## src/rtl/aig_mix_in_loader.sv

```systemverilog
// Beat-to-word loader for the AIG mix stage: packs NBEATS input beats (LSB chunk first)
// into one 80-bit word, flags short/long frames and counts errors and deliveries.
module aig_mix_in_loader #(
  parameter int CHUNK_W = 16
) (
  input  logic               clk,
  input  logic               rst_n,
  input  logic               s_valid,
  output logic               s_ready,
  input  logic [CHUNK_W-1:0] s_data,
  input  logic               s_last,
  output logic               m_valid,
  input  logic               m_ready,
  output logic [79:0]        m_data,
  output logic               err_pulse,
  output logic [7:0]         err_cnt,
  output logic [15:0]        frame_cnt
);

  localparam int NBEATS = 80 / CHUNK_W;
  localparam int KW     = (NBEATS > 1) ? $clog2(NBEATS) : 1;
  localparam logic [KW-1:0] KLAST = KW'(NBEATS - 1);

  if ((80 % CHUNK_W) != 0) begin : g_bad_chunk
    $error("CHUNK_W must divide 80 evenly");
  end

  typedef enum logic [1:0] {
    COLLECT,
    FULL,
    DRAIN
  } state_t;

  state_t        state;
  logic [KW-1:0] k;
  logic          accept;
  logic [6:0]    base;

  assign accept = s_valid && s_ready;
  assign base   = 7'(k) * 7'(CHUNK_W);

  // s_ready and m_valid are registered alongside the state: m_valid is high exactly in
  // FULL and s_ready exactly outside it. Malformed frames pulse err_pulse for one cycle.
  always_ff @(posedge clk or negedge rst_n) begin
    if (!rst_n) begin
      state     <= COLLECT;
      k         <= '0;
      s_ready   <= 1'b1;
      m_valid   <= 1'b0;
      m_data    <= '0;
      err_pulse <= 1'b0;
      err_cnt   <= '0;
      frame_cnt <= '0;
    end else begin
      err_pulse <= 1'b0;
      case (state)
        COLLECT: begin
          if (accept) begin
            m_data[base +: CHUNK_W] <= s_data;
            if (k == KLAST) begin
              k <= '0;
              if (s_last) begin
                state   <= FULL;
                m_valid <= 1'b1;
                s_ready <= 1'b0;
              end else begin
                // long frame: the remaining beats up to s_last are swallowed in DRAIN
                state     <= DRAIN;
                err_pulse <= 1'b1;
                if (err_cnt != 8'hFF) err_cnt <= err_cnt + 8'd1;
              end
            end else if (s_last) begin
              k         <= '0;
              err_pulse <= 1'b1;
              if (err_cnt != 8'hFF) err_cnt <= err_cnt + 8'd1;
            end else begin
              k <= k + 1'b1;
            end
          end
        end
        FULL: begin
          if (m_ready) begin
            state     <= COLLECT;
            m_valid   <= 1'b0;
            s_ready   <= 1'b1;
            frame_cnt <= frame_cnt + 16'd1;
          end
        end
        DRAIN: begin
          if (accept && s_last) state <= COLLECT;
        end
        default: begin
          state   <= COLLECT;
          k       <= '0;
          m_valid <= 1'b0;
          s_ready <= 1'b1;
        end
      endcase
    end
  end

endmodule

```

## config.mk

```make
export PLATFORM = sky130hd
export DESIGN_NAME = aig_mix_in_loader
export DESIGN_NICKNAME = d
export VERILOG_FILES = /design/src/rtl/aig_mix_in_loader.sv
export SDC_FILE = /design/constraint.sdc
export NUM_CORES = 1
export LEC_CHECK = 0
export CORE_MARGIN = 2
export CORE_UTILIZATION = 49
export CTS_CLUSTER_DIAMETER = 60
export DETAILED_ROUTE_END_ITERATION = 12
export GPL_ROUTABILITY_DRIVEN = 0
export PLACE_DENSITY = 0.87
export RECOVER_POWER = 50
export SYNTH_ARGS = -nofsm -noshare
export SYNTH_HDL_FRONTEND = slang
export SYNTH_SLANG_ARGS = --single-unit
```

## constraint.sdc

```tcl
create_clock -name clk -period 2.8 [get_ports clk]
set_input_delay 0.56 -clock clk [delete_from_list [all_inputs] [get_ports clk]]
set_output_delay 0.56 -clock clk [all_outputs]
set_load 0.01 [all_outputs]
```

After elaboration in Yosys (flattened, before gate mapping)
Cells that the tools add are included.
- register bits: 112
- bits of input ports: 21
- logic and storage cells: 67
- reductions and logical operators: 11
- equal/unequal tests: 10
- multiplexer cells: 30
- shift operators: 2
- $add $sub $neg: 4
- bitwise logic cells: 2
- operators by type and width (cell ; number):
    $bwmux W80 ; 1
    $shift A16 B9 Y80 const A ; 1
    $shiftx A16 B9 Y80 ; 1
    $mux W8 ; 4
    $add A16 B1 Y16 const B ; 1
    $mux W1 ; 13
    $ne A2 B2 Y1 const B ; 6
    $mux W2 ; 5
    $mux W3 ; 3
    $neg A7 Y9 ; 1
    $add A8 B1 Y8 const B ; 1
    $ne A8 B8 Y1 const B ; 1
    $reduce_and A4 Y1 ; 2
    $pmux W1 S3 ; 2
    $pmux W2 S3 ; 1
    $pmux W3 S2 ; 1
    $reduce_and A2 Y1 ; 3
    $reduce_and A5 Y1 ; 1
    $add A3 B1 Y3 const B ; 1
    $eq A3 B3 Y1 const B ; 1
    $eq A2 B1 Y1 const B ; 1
    $eq A2 B2 Y1 const B ; 1
    $logic_and A1 B1 Y1 ; 2
    $logic_not A2 Y1 ; 1
    3 further kinds ; 4

Logic depth before layout (Yosys ltp)
Gate-level depths: netlist of the first run.
- word-level depth: 5
- gate-level depth with buffers: 10
- depth with buffers taken out: 7

Worst setup path before layout of the first run
No wires, ideal clock.
- path type: register -> register
- from: register k[0]
- to: register m_data[69]
- slack: 532 ps
- buffers on the path: 2
- clock period less this slack: 2268 ps
- stages on the path, launching flop included: 10
- arrival time: 2144 ps
- cells stage by stage: dfrtp_1 buf_2 inv_1 ha_1 ha_1 nand2b_1 nor2_1 nand2_2 buf_2 mux2_2
- longest elaborated chain between the ends: 3
- elaborated cells between the ends (all ways): 4
- those cells by class: add/sub: 1; shift: 2; mux: 1
- ends and longest elaborated chain (element ; RTL line ; RTL):
    start, declared ; 35 ; logic [KW-1:0] k;
    start signal, assigned ; 77 ; k <= k + 1'b1;
    $neg A7 Y9 (*) ; 59 ; m_data[base +: CHUNK_W] <= s_data;
    $shiftx A16 B9 Y80 or $shift A16 B9 Y80 (tied branches) ; 59 ;
    $bwmux W80 (*) ; 59 ;
    end signal, assigned by index ; 59 ;
    end, declared ; 14 ; output logic [79:0] m_data,
Mark *: on every way between the ends. The rest lies on a longest branch, timed or not.
A chain may end at the register's enable or synchronous reset.

Worst setup path after layout of the first run
- from: register k[1]
- to: register m_data[50]
Same word-level chain as after synthesis.

==> results of run 1 <==
-- registers in the layout, summed over array words and instances, names as in the netlist --
signal     count
state          2
err_cnt        8
k              3
m_valid        1
frame_cnt     16
err_pulse      1
m_data        80
s_ready        1
-- worst max-delay path: cells and delay by family (launching register included) --
family                   cells  cell delay, ps
flip-flops                   1             460
AND/OR/NAND/NOR              2             780
adder cells (fa/ha/maj)      2             640
buffers and inverters        1             110
AO/OA/AOI/OAI                1             360
-- through the flow --
| stage | hold WS [ps] | instance area [µm²] | total power [mW] | instances | worst slack (ps) |
|---|---|---|---|---|---|
| after global routing | 293 | 6380 | 6.14 | 688 | 139 |
| after global placement | 428 | 6240 | 4.92 | 673 | 335 |
| after detailed placement | 430 | 6240 | 5.05 | 673 | 241 |
| after CTS | 15.9 | 6410 | 5.93 | 688 | 332 |
| final | 229 | 6380 | 5.79 | 688 | 344 |
| after floorplan | 264 | 4820 | 3.69 | 420 | 532 |
-- cell usage in the layout (no fill, tap or decap), types with 2 or more instances in the layout --
cell             count
o2bb2ai_1            3
clkbuf_1             2
dfrtp_1            111
nand3_1             29
clkbuf_8             9
inv_1               24
ha_1                13
inv_6                3
o21ai_0             47
xnor2_1             16
clkdlybuf4s50_1     89
xor2_1               2
and3_1               3
nor2_1               6
buf_4                5
mux2_2              37
nand2b_1             5
a22o_1               7
and4_1               4
nor3_1               4
and2_1               3
clkinvlp_4           2
dlygate4sd3_1       37
nand4_1              7
nand2_1             65
-- area by class of cell --
| cell class | count | area [µm²] | area share |
|---|---|---|---|
| Clock buffer | 9 | 124 | 0.0194 |
| Clock inverter | 6 | 50.0 | 0.00784 |
| Multi-Input combinational cell | 270 | 1840 | 0.288 |
| Inverter | 24 | 90.1 | 0.0141 |
| Timing Repair Buffer | 134 | 1310 | 0.205 |
| Sequential cell | 112 | 2800 | 0.439 |
| Tap cell | 133 | 166 | 0.0261 |
-- power by group through the flow --
| stage | registers [mW] | clock network (mW) | logic, mW |
|---|---|---|---|
| global route | 2.51 | 0.962 | 2.67 |
| floorplan | 2.68 | 0 | 1.01 |
| global placement | 2.45 | 0 | 2.47 |
| detailed placement | 2.48 | 0 | 2.56 |
| finish | 2.45 | 0.882 | 2.47 |
| CTS | 2.46 | 0.900 | 2.58 |
-- cell families after synthesis --
kind of cell,Yosys count,synth area share
AO/OA/AOI/OAI,62,0.0755
XOR/XNOR,18,0.0327
adder cells (fa/ha/maj),13,0.0337
buffers and inverters,38,0.0366
flip-flops,112,0.581
multiplexers,39,0.0908
AND/OR/NAND/NOR,138,0.149
-- metal layers --
metal,up-vias,routed length [µm]
li1,1705,-
met1,1821,5040
met2,104,5710
met3,15,442
met4,0,203
met5,-,0
-- how the worst max path moves through the flow --
stage                                 from                  endpoint  slack [ps]
after floorplan           k[0]$_DFFE_PN0P_    m_data[69]$_DFFE_PN0P_         530
after global placement             s_valid    m_data[53]$_DFFE_PN0P_         340
after detailed placement           s_valid    m_data[53]$_DFFE_PN0P_         240
after CTS                 k[1]$_DFFE_PN0P_    m_data[53]$_DFFE_PN0P_         330
after global routing                 rst_n  frame_cnt[8]$_DFFE_PN0P_         140
final                     k[1]$_DFFE_PN0P_    m_data[50]$_DFFE_PN0P_         340
==> impl_metrics.py, run 1 <==
metrics = {
    "layout": {
        "final_core_util": 0.659,
        "nNetsFinal": 585,
        "drive_gt1_frac": 0.121,
        "diodes": 0,
        "fill_cells": 749,
        "area_growth_syn_to_layout_pct": 32.4,
    },
    "critical_path": {
        "cp_data_required_time_ps": 3050,
        "slowest_stage": "or3_1",
        "reg2reg_slack_ps": 340,
        "path_common_cell": "ha_1",
        "r2r_start": "k[1]$_DFFE_PN0P_",
        "arrival_ps": 2710,
        "worstPathCellList": "inv_1, ha_1, ha_1, nand2_1, or3_1, a22o_1",
        "critPathLaunchType": "flip-flop",
        "cp_max_fo": 25,
        "setup.worst_path.class": "flip-flop to flip-flop",
        "rr_endpoint": "m_data[50]$_DFFE_PN0P_",
        "end_kind": "flip-flop",
        "ff2ff_path_depth": 6,
        "max_stage_delay_ps": 680,
    },
    "logic_synthesis": {
        "synth_cells": 420,
        "yosysTopAreaCellShare": 0.576,
        "synth-seq-area-share": 0.581,
        "synthTopCellsByArea": "dfrtp_1, mux2_2, nand2_1",
        "yosys_warnings": 0,
        "synth_most_common_cell": "dfrtp_1",
        "yosysTopAreaCell": "dfrtp_1",
        "synthFlopType": "dfrtp_1",
        "synth_edf_count": 0,
        "ys_seq_elements": 112,
        "synth_nets": 454,
        "synth_cell_types": 44,
        "synthArstFlopShare": 1.00,
        "synth.avg_cell_area_um2": 11.5,
        "netlist_area_um2": 4820,
        "synth_common_cells": "dfrtp_1, nand2_1, o21ai_0",
    },
    "grt": {
        "grt.busiest_layer": "met2",
        "grt_max_degree": 69,
        "grt_pass1_wl_um": 17200,
        "antenna_found_initial": 0,
        "first_global_vias": 3458,
        "grt_util_met2": 0.340,
        "use_met3": 0.0390,
        "overflow": 0,
        "grt_usage": 0.210,
        "grt.met1_usage": 0.286,
    },
    "route": {
        "dr_total_vias": 3645,
        "wl_per_cell_um": 16.6,
        "ant_nets": 0,
        "drt_iter0_drc": 120,
        "vias_per_cell": 5.30,
        "routed_wl_um": 11400,
        "dr.pass1.iters": 4,
        "drc": 0,
    },
    "timing": {
        "drv_slew": 31,
        "finClkSkew_ps": 14.9,
        "max_freq_mhz": 407,
        "worst_pin_slew_ps": 1610,
        "slew_headroom": -0.0745,
        "min_period_ps": 2460,
        "rsz0062_at_grt": "no",
        "fin_tns_setup_ps": 0,
        "hold_violations": 0,
        "setup_viol_count_final": 0,
        "fin_crit_sh": 0.877,
    },
    "floorplan": {
        "dieHeight_um": 103,
        "die_x_um": 103,
        "initial_core_util": 0.498,
        "coreArea_um2": 9680,
        "die_area_um2": 10700,
        "io_pins": 128,
        "core.rowCount": 36,
    },
    "clocking": {
        "clkTransAtPathRegs_ps": 110,
        "cts_setup_buffers": 0,
        "clk_latency_ps": 370,
        "cts_made_buffers": 9,
        "cts-root-buf": "clkbuf_8",
        "ctsHoldBuffers": 0,
        "cts_sinks": 112,
        "cts_resized": 0,
        "htree_levels": 3,
        "clockBufferDepth": 2,
        "cts_tree": "yes",
    },
    "power": {
        "intPower_mw": 3.76,
        "ir_drop_mv": 0.464,
        "powerDensity_nw_per_um2": 907,
        "clkPwrFrac": 0.152,
        "p_sw_mw": 2.03,
        "leakagePower_nw": 2.82,
        "p_seq_frac": 0.422,
        "p_sw_frac": 0.350,
        "combPwrFrac": 0.426,
    },
    "status": {
        "outcome": "finished, violations left",
        "violations": "max-capacitance violations, max-slew violations",
    },
    "placement": {
        "dpl.hpwl_um": 8130,
        "portBuffers": 127,
    },
    "run": {
        "drv_cap": 1,
    },
    "hold_path": {
        "hold_path.class": "input pin to asynchronous set/reset pin",
    },
}
(Power assumes the default switching activity.)
==> run 2, diff against run 1 <==
--- a/config.mk
+++ b/config.mk
@@ -10,6 +10,7 @@
 export CTS_CLUSTER_DIAMETER = 60
 export DETAILED_ROUTE_END_ITERATION = 12
 export GPL_ROUTABILITY_DRIVEN = 0
+export MAX_ROUTING_LAYER = met4
 export PLACE_DENSITY = 0.87
 export RECOVER_POWER = 50
 export SYNTH_ARGS = -nofsm -noshare
==> constraint.sdc (replaced) <==
create_clock -name clk -period 2.4 [get_ports clk]
set_input_delay 0.48 -clock clk [delete_from_list [all_inputs] [get_ports clk]]
set_output_delay 0.48 -clock clk [all_outputs]
set_load 0.01 [all_outputs]
==> run 2 against run 1 <==
  * The flow still finishes with violations (max-capacitance violations, max-slew violations)
  * Critical endpoint is now m_data[79]$_DFFE_PN0P_
  * Wire length decreased by 1.3%
  * Global-route usage increased by 1.2 points
  * Total power increased by 19%
  * Non-clock buffer count increased by 5
  * Largest cell class unchanged
  * Critical path depth increased by 1
==> impl_metrics.py, run 2 (synthesized netlist as in run 1, its figures left out) <==
metrics = {
    "clocking": {
        "clkTransAtPathRegs_ps": 110,
        "cts-root-buf": "clkbuf_8",
        "htree_levels": 3,
        "cts_sinks": 112,
        "cts_setup_buffers": 0,
        "cts_tree": "yes",
        "cts_made_buffers": 9,
        "clockBufferDepth": 2,
        "clk_latency_ps": 360,
    },
    "timing": {
        "max_freq_mhz": 447,
        "worst_pin_slew_ps": 1610,
        "slew_headroom": -0.0728,
        "finClkSkew_ps": 13.2,
        "fin_crit_sh": 0.932,
        "setup_viol_count_final": 0,
        "hold_violations": 0,
        "fin_tns_setup_ps": 0,
        "min_period_ps": 2240,
        "drv_slew": 67,
    },
    "critical_path": {
        "cp_data_required_time_ps": 2650,
        "r2r_start": "k[1]$_DFFE_PN0P_",
        "setup.worst_path.class": "flip-flop to flip-flop",
        "end_kind": "flip-flop",
        "cp_max_fo": 16,
        "critPathLaunchType": "flip-flop",
        "arrival_ps": 2490,
        "crit_path_start": "k[1]$_DFFE_PN0P_",
        "ff2ff_path_depth": 7,
    },
    "run": {
        "drv_cap": 1,
    },
    "layout": {
        "mostFrequentLayoutCells": "dfrtp_1, clkdlybuf4s50_1, nand2_1, o21ai_0, mux2_2",
        "top_register": "m_data",
        "reg.largest.list": "m_data: 80 flops, frame_cnt: 16 flops, err_cnt: 8 flops",
        "stdcell_count": 693,
        "drive_gt1_frac": 0.130,
        "area_growth_syn_to_layout_pct": 34.1,
        "final_common_cell": "dfrtp_1",
        "diodes": 0,
        "nNetsFinal": 590,
        "largest_reg_flops": 80,
        "fill_cells": 727,
    },
    "power": {
        "p_sw_frac": 0.345,
        "intPower_mw": 4.53,
        "combPwrFrac": 0.419,
        "powerDensity_nw_per_um2": 1070,
        "clkPwrFrac": 0.166,
        "total_power_mw": 6.92,
        "p_seq_frac": 0.415,
        "leakagePower_nw": 2.88,
        "ir_drop_mv": 0.587,
        "p_sw_mw": 2.39,
    },
    "route": {
        "routed_wl_um": 11200,
        "dr_total_vias": 3678,
        "drt_iter0_drc": 126,
        "ant_nets": 0,
        "wl_per_cell_um": 16.2,
        "vias_per_cell": 5.31,
        "dr.pass1.iters": 4,
        "drc": 0,
    },
    "status": {
        "violations": "max-capacitance violations, max-slew violations",
        "outcome": "finished, violations left",
    },
    "floorplan": {
        "die_area_um2": 10700,
        "coreArea_um2": 9680,
        "die_x_um": 103,
        "initial_core_util": 0.498,
        "io_pins": 128,
        "core.rowCount": 36,
        "dieHeight_um": 103,
    },
    "placement": {
        "dp.cells": 678,
        "portBuffers": 127,
        "dpl.hpwl_um": 8220,
    },
    "grt": {
        "antenna_found_initial": 0,
        "use_met3": 0.0316,
        "first_global_vias": 3576,
        "grt.busiest_layer": "met2",
        "grt_util_met2": 0.352,
        "grt_max_degree": 67,
        "grt_pass1_wl_um": 17700,
        "grt.met1_usage": 0.296,
        "overflow": 0,
        "grt_usage": 0.222,
    },
    "hold_path": {
        "hold_path.class": "input pin to asynchronous set/reset pin",
    },
}
-- run 2: changes by cell type in the layout (fill, tap and decap cells not counted), sizes merged --
| cell | delta |
|---|---|
| buf | +2 |
| dlygate4sd3 | -1 |
| clkinv | +1 |
| clkdlybuf4s50 | +1 |
| clkinvlp | -2 |
| bufinv | +1 |
| clkbuf | +3 |
-- run 2: final timing paths --
| check | to | slack (ps) |
|---|---|---|
| setup / recovery | m_data[79]$_DFFE_PN0P_ | 160 |
| hold reg to reg | frame_cnt[15]$_DFFE_PN0P_ | 480 |
| max in group asynchronous | frame_cnt[8]$_DFFE_PN0P_ | 780 |
| min in group clk | frame_cnt[15]$_DFFE_PN0P_ | 480 |
| setup reg to reg | m_data[79]$_DFFE_PN0P_ | 160 |
| hold / removal | m_data[29]$_DFFE_PN0P_ | 440 |
-- run 2: metal layers --
layer	part of all wire	wire length, µm	up-vias
met5	0	0	-
met4	0.019	218	0
met3	0.044	496	18
met2	0.51	5720	113
met1	0.43	4810	1826
li1	-	-	1721
-- run 2: final cells by class --
| cell class | count | area [µm²] | area share |
|---|---|---|---|
| multi-input combinational | 270 | 1850 | 0.286 |
| clock buffer | 9 | 124 | 0.0192 |
| tap | 133 | 166 | 0.0257 |
| inverter | 24 | 90.1 | 0.0139 |
| timing repair buffer | 139 | 1360 | 0.210 |
| sequential | 112 | 2800 | 0.434 |
| clock inverter | 6 | 76.3 | 0.0118 |
-- run 2: power by group through the flow --
stage               clock network (mW)  logic [mW]  registers (mW)
floorplan                            0        1.18            3.12
global placement                     0        2.89            2.89
detailed placement                   0        3.01            2.92
CTS                               1.16        3.02            2.88
global route                      1.23        3.16            2.95
finish                            1.15        2.90            2.87
-- run 2: what timing repair did --
item,in CTS,in global routing
gates resized for setup,0,2
endpoints found under the setup margin,0,23
hold buffers,0,0
-- run 2: stage by stage --
stage               cell area [µm²]  hold WS [ps]  worst slack, ps   util
finish                         6460           437              163  0.668
global route                   6460           499            -17.1  0.668
CTS                            6500          92.3             76.8  0.671
detailed placement             6300           471             58.2  0.650
global placement               6300           459              112  0.650
floorplan                      4820           184              132      -
-- run 2: critical path, cell delays in order (launching register included) --
cell,delay (ps)
dfrtp_1,450
inv_1,110
ha_1,230
ha_1,410
nand2b_1,160
nor2_1,220
nand2_4,210
mux2_2,330
==> run 3, diff against run 2 <==
--- a/config.mk
+++ b/config.mk
@@ -5,6 +5,7 @@
 export SDC_FILE = /design/constraint.sdc
 export NUM_CORES = 1
 export LEC_CHECK = 0
+export CAP_MARGIN = 25
 export CORE_MARGIN = 2
 export CORE_UTILIZATION = 49
 export CTS_CLUSTER_DIAMETER = 60
==> results of run 3 <==
Final layout, timing and power as in run 2 (identical DEF).
